File: src/rtl/road_scroller.sv
// Per-frame road scroll engine: integrates a ramped player speed into a
// sub-pixel scroll position that wraps on the median-dash period.
module road_scroller #(
  parameter int PERIOD    = 128,
  parameter int MAX_SPEED = 128,
  parameter int ACCEL     = 4,
  parameter int BRAKE_DEC = 12,
  parameter int DRAG      = 1
) (
  input  logic        clk_in,
  input  logic        rst_n_in,
  input  logic        new_frame_in,
  input  logic        throttle_in,
  input  logic        brake_in,
  input  logic        pause_in,
  output logic [12:0] x_out,
  output logic [7:0]  speed_out,
  output logic        moving_out
);

  localparam int PW = $clog2(PERIOD) + 4;
  localparam logic [PW:0] WRAP       = (PW + 1)'(PERIOD * 16);
  localparam logic [8:0]  MAX_SPEED9 = 9'(MAX_SPEED);
  localparam logic [8:0]  ACCEL9     = 9'(ACCEL);
  localparam logic [8:0]  BRAKE9     = 9'(BRAKE_DEC);
  localparam logic [8:0]  DRAG9      = 9'(DRAG);

  typedef enum logic {
    STOPPED = 1'b0,
    MOVING  = 1'b1
  } state_t;

  state_t          state_q, state_d;
  logic [PW-1:0]   pos_q, pos_d;
  logic [7:0]      speed_q, speed_d;
  logic [PW:0]     pos_sum;
  logic [8:0]      speed_wide, speed_up, speed_next;

  // Nothing is updated outside a frame tick, so outputs never change mid-frame.
  always_ff @(posedge clk_in or negedge rst_n_in) begin
    if (!rst_n_in) begin
      state_q <= STOPPED;
      pos_q   <= '0;
      speed_q <= '0;
    end else begin
      state_q <= state_d;
      pos_q   <= pos_d;
      speed_q <= speed_d;
    end
  end

  always_comb begin
    state_d    = state_q;
    pos_d      = pos_q;
    speed_d    = speed_q;
    pos_sum    = {1'b0, pos_q} + (PW + 1)'(speed_q);
    speed_wide = {1'b0, speed_q};
    speed_up   = speed_wide + ACCEL9;
    speed_next = speed_wide;

    if (new_frame_in && !pause_in) begin
      // MAX_SPEED < PERIOD*16, so a single conditional subtract wraps fully.
      if (pos_sum >= WRAP) begin
        pos_d = PW'(pos_sum - WRAP);
      end else begin
        pos_d = pos_sum[PW-1:0];
      end

      if (brake_in) begin
        speed_next = (speed_wide < BRAKE9) ? 9'd0 : speed_wide - BRAKE9;
      end else if (throttle_in) begin
        speed_next = (speed_up > MAX_SPEED9) ? MAX_SPEED9 : speed_up;
      end else begin
        speed_next = (speed_wide < DRAG9) ? 9'd0 : speed_wide - DRAG9;
      end
      speed_d = speed_next[7:0];

      case (state_q)
        STOPPED: if (speed_next != 9'd0) state_d = MOVING;
        MOVING:  if (speed_next == 9'd0) state_d = STOPPED;
        default: state_d = STOPPED;
      endcase
    end
  end

  assign x_out      = 13'(pos_q[PW-1:4]);
  assign speed_out  = speed_q;
  assign moving_out = (state_q == MOVING);

endmodule

File: config.mk
export PLATFORM = sky130hd
export DESIGN_NAME = road_scroller
export DESIGN_NICKNAME = d
export VERILOG_FILES = /design/src/rtl/road_scroller.sv
export SDC_FILE = /design/constraint.sdc
export NUM_CORES = 1
export LEC_CHECK = 0
export CORE_MARGIN = 8
export CORE_UTILIZATION = 27
export DETAILED_ROUTE_END_ITERATION = 10
export PLACE_DENSITY = 0.45
export SLEW_MARGIN = 10
export SYNTH_ARGS = -nofsm -noshare
export SYNTH_HDL_FRONTEND = slang
export SYNTH_SLANG_ARGS = --single-unit
File: constraint.sdc
create_clock -name clk_in -period 6 [get_ports clk_in]
set_input_delay 1.2 -clock clk_in [delete_from_list [all_inputs] [get_ports clk_in]]
set_output_delay 1.2 -clock clk_in [all_outputs]
set_load 0.005 [all_outputs]
After elaboration in Yosys (flattened, before gate mapping)
Index checks and enable logic that the tools add are counted.

Bitwise logic cells: 1. Mux-type cells: 10. Multiply operators: 0. Reductions and logical operators: 4. Divide/modulo/power cells: 0. Shift-type cells: 0. Add/subtract/negate cells: 5. $lt $le $gt $ge: 4. Equality and inequality tests: 0.

Operators by type and width (number): $mux 9 (6); $add 11x8->12 (1); $ge 12x12->1 const B (1); $mux 11 (1); $sub 11x1->11 const B (1); $add 8x3->9 const B (1); $gt 9x8->1 const B (1); $logic_not 9->1 (1); $reduce_bool 9->1 (1); $sub 8x1->9 const B (1); $sub 8x4->9 const B (1); $lt 8x1->1 const B (1); $lt 8x4->1 const B (1); $mux 1 (2); $pmux 1 s2 (1); $logic_and 1x1->1 (1); $logic_not 1->1 (1); $not 1->1 (1).

Word-level logic and storage cells: 27. Bits in read-only memories: 0. Bits in writable memories: 0. Bits of input ports: 6. Memories kept: 0. Bits in latches: 0. Output and inout bits: 22. Bits in registers: 20.

Logic depth before layout (Yosys ltp)
Word-level depth: 9. Depth in mapped cells: 9. Depth with buffers taken out: 9.

Worst setup path before layout
Ideal clock, no wire load.

Kind: input to register. From: in brake_in. To: reg state_q (netlist: moving_out). Slack: 3.380 ns. Arrival time: 2.474 ns. Data required time: 5.854 ns. Setup time: 0.146 ns. Buffers on the path: 1. Cell stages on the path: 7. Cells stage by stage: clkbuf_1 nor2b_1 a31oi_1 a211oi_1 a211o_1 a2111oi_2 a41oi_1.

Word-level cells in the longest chain between the ends: 5. Elaborated cells on any way between the ends: 7. Those cells by class: 5 x mux; 2 x reduce/logical.

RTL lines: from (decl) (line 14) `input logic brake_in,`; $mux 9 * (line 69) `if (brake_in) begin`; $mux 9 * (line 61) `if (new_frame_in && !pause_in) begin`; $logic_not 9->1 or $reduce_bool 9->1 (tied branches) (line 80, 79); $mux 1, on equally long branches (line 80, 79); $pmux 1 s2 * (line 78) `case (state_q)`; to (signal assigned) (line 46) `state_q <= state_d;`; to (decl) (line 33) `state_t state_q, state_d;`.

Mark *: on every way between the ends. The rest lies on a longest branch, timed or not. The select of a mux whose other input is x is not followed. A chain may end at the register's enable or synchronous reset.

Final worst setup path
Ends and elaborated chain as after synthesis.

==> flow_summary_export.csv <==
group,metric,value,unit
global_route,track_usage,0.0956,
final_layout,layout_common_cells,"26 x nand2_1, 21 x clkdlybuf4s50_1, 20 x dfrtp_1, 17 x o21ai_0, 17 x a21oi_1",
global_route,grt_start_max_net_pins,30,
power,power,956,uW
clock_tree,cts-buffers-inserted,3,
clock_tree,cts.hold.buffers_added,0,
die,row_count,30,
synth,synth_top_flop_cell,"dfrtp_1",
synth,synth_cell_types,51,
die,dieArea,9640,sq um
sta,fin_ws,2930,ps
sta,finalCritPeriodShare,0.511,
drt,drc,0,
final_layout,drive_above_1_share,0.0598,
setup_path,crit_path_max_incr_delay,580,ps
synth,postSynthCellCount,229,
sta,tns,0,ps
die,ios,28,
clock_tree,cts_resized,0,
synth,synth_area,1820,sq um
sta,finClkSkew,6.45,ps
final_layout,fill_cells,719,
drt,final_antenna_net_count,0,
min_path,hp-class,"register to register",
synth,yosysWarnings,0,
setup_path,path_class,"input pin to register",
setup_path,worst-path-buf-inv,1,
placement,dp_hpwl,3390,um
clock_tree,cts_setup_buffers,0,
die,fp.dieW,98.2,um
placement,place_ws,2670,ps
sta,rsz0062_at_grt,"no",
synth,avgSynthCellArea,7.97,sq um
final_layout,area_growth,12.9,%
synth,async_flop_share,1.00,
clock_tree,cts_tree,"yes",
setup_path,cp_top_family,"compound AO/OA/AOI/OAI gates",
power,irDropWorstVdd,0.000111,V
die,die_h,98.2,um
final_layout,final_nets,254,
global_route,grt_pass1_vias,1541,
clock_tree,h-tree-depth,1,
synth,ys_seq_area_frac,0.274,
drt,avgViaCountPerCell,5.10,
setup_path,arrival,3240,ps
sta,hold_viol,0,
sta,maxClockFrequency,326,MHz
clock_tree,cts-root-buf,"clkbuf_8",
sta,hold_slack,487,ps
die,initial_core_util,0.273,
placement,place.gp.congestion,0.781,
global_route,grt_pass1_wl,7730,um
setup_path,cp-start-kind,"input pin",
clock_tree,insertion_delay,260,ps
setup_path,worstSetupEndpointType,"register",
drt,firstDrtPassIters,4,
clock_tree,clkTransAtPathRegs,70,ps
sta,slew_viol_final,0,
global_route,antenna_found_initial,0,
die,core,6680,sq um
clock_tree,clk_path_buf_depth,2,
sta,final-setup-viol-count,0,
synth,yosys_register_bits,20,
run,drv_cap,0,
drt,drtIter0Drc,74,
drt,wl_per_cell,14.3,um
final_layout,layout_commonest_cell,"nand2_1",
synth,synth-edff-count,0,
power,p_leak,0.843,nW
global_route,grt-ovfl-total,0,
placement,port_buffers,21,
setup_path,worst_path_max_delay_cell,"clkdlybuf4s50_1",
drt,drt_wl_total,4500,um
setup_path,worstPathMaxFanout,11,
setup_path,path_cells,"clkdlybuf4s50_1 -> nor2_1 -> a21boi_0 -> a21oi_1 -> a31oi_1 -> a2111oi_2 -> a41oi_1",
final_layout,diodes,0,
sta,slew_headroom,0.395,
setup_path,cp_data_required_time,6170,ps
power,power_density,464,nW/um^2
outcome,status,"finished, final reports clean",
sta,tightest_slew,905,ps
sta,final.min_clock_period,3070,ps
clock_tree,cts.sinks,20,
drt,via_count,1602,
## cells by family (layout without fill, tap and decap cells)
logic type / Yosys count / in the layout / synth area share
fa+ha+maj: 13 / 13 / 0.0933
mux: 2 / 2 / 0.0123
buf+inv: 41 / 41 / 0.119
compound gates: 77 / 77 / 0.286
xor+xnor: 5 / 5 / 0.0240
flops: 20 / 20 / 0.274
simple gates: 70 / 70 / 0.189
other cells: 1 / 6 / 0.00206
## routing by layer
layer	GRT usage	wire (um)
met3	0.0107	144
met2	0.155	2100
met5	0	0
met1	0.125	2190
met4	0.0425	63
## state kept, by name (all words and copies together) (netlist names)
register and count:
moving_out 1, pos_q 11, speed_out 8
## worst paths after layout
check	cells past startpoint	to	from	slack, ps
max	7	moving_out	brake_in	2930
min	2	pos_q[0]	pos_q[0]	490
max reg2reg	6	moving_out	speed_out[4]	3320
min reg2reg	2	pos_q[0]	pos_q[0]	490
max in group asynchronous	1	pos_q[3]	rst_n_in	4000
min in group asynchronous	1	speed_out[4]	rst_n_in	1450
## final cells by class
| class | count | area, sq um | share of cell area |
|---|---|---|---|
| timing repair buffer | 23 | 225 | 0.109 |
| multi-input combinational | 173 | 1130 | 0.547 |
| tap | 80 | 100 | 0.0486 |
| inverter | 14 | 52.6 | 0.0255 |
| clock buffer | 4 | 55.1 | 0.0267 |
| sequential | 20 | 500 | 0.243 |
## report_power, final
part,leakage (nW),switching (mW),internal (mW)
registers,0.242,0.113,0.187
logic,0.572,0.286,0.267
clock network,0.0288,0.0447,0.0584
## Yosys cell counts (3+ instances only)
library cell	n	area [sq um]
nand2_1	26	97.6
nand3_1	3	15.0
nor2b_1	3	18.8
buf_2	4	20.0
dfrtp_1	20	500
nor3_1	8	40.0
o211ai_1	5	37.5
nand2b_1	3	18.8
a21oi_1	17	85.1
nor2_1	12	45.0
and3_1	3	18.8
xor2_1	3	26.3
o21ai_0	17	85.1
a31oi_1	3	18.8
buf_4	13	97.6
o31ai_1	10	75.1
inv_1	14	52.6
ha_1	12	150
clkbuf_1	8	30.0
## per-stage QoR
step | instances | area (sq um) | utilization
final | 314 | 2060 | 0.308
after floorplan | 234 | 1840 | -
after detailed placement | 310 | 2000 | 0.300
after global placement | 310 | 2000 | 0.300
after global routing | 314 | 2060 | 0.308
after CTS | 314 | 2060 | 0.308
## worst register-to-register path, stage by stage (launching register included)
cell and delay (ps):
dfrtp_1 620, nor4_1 750, a21boi_0 380, nand3_1 170, o21ai_0 100, a211oi_1 350
a41oi_1 160
(Power assumes the default switching activity.)
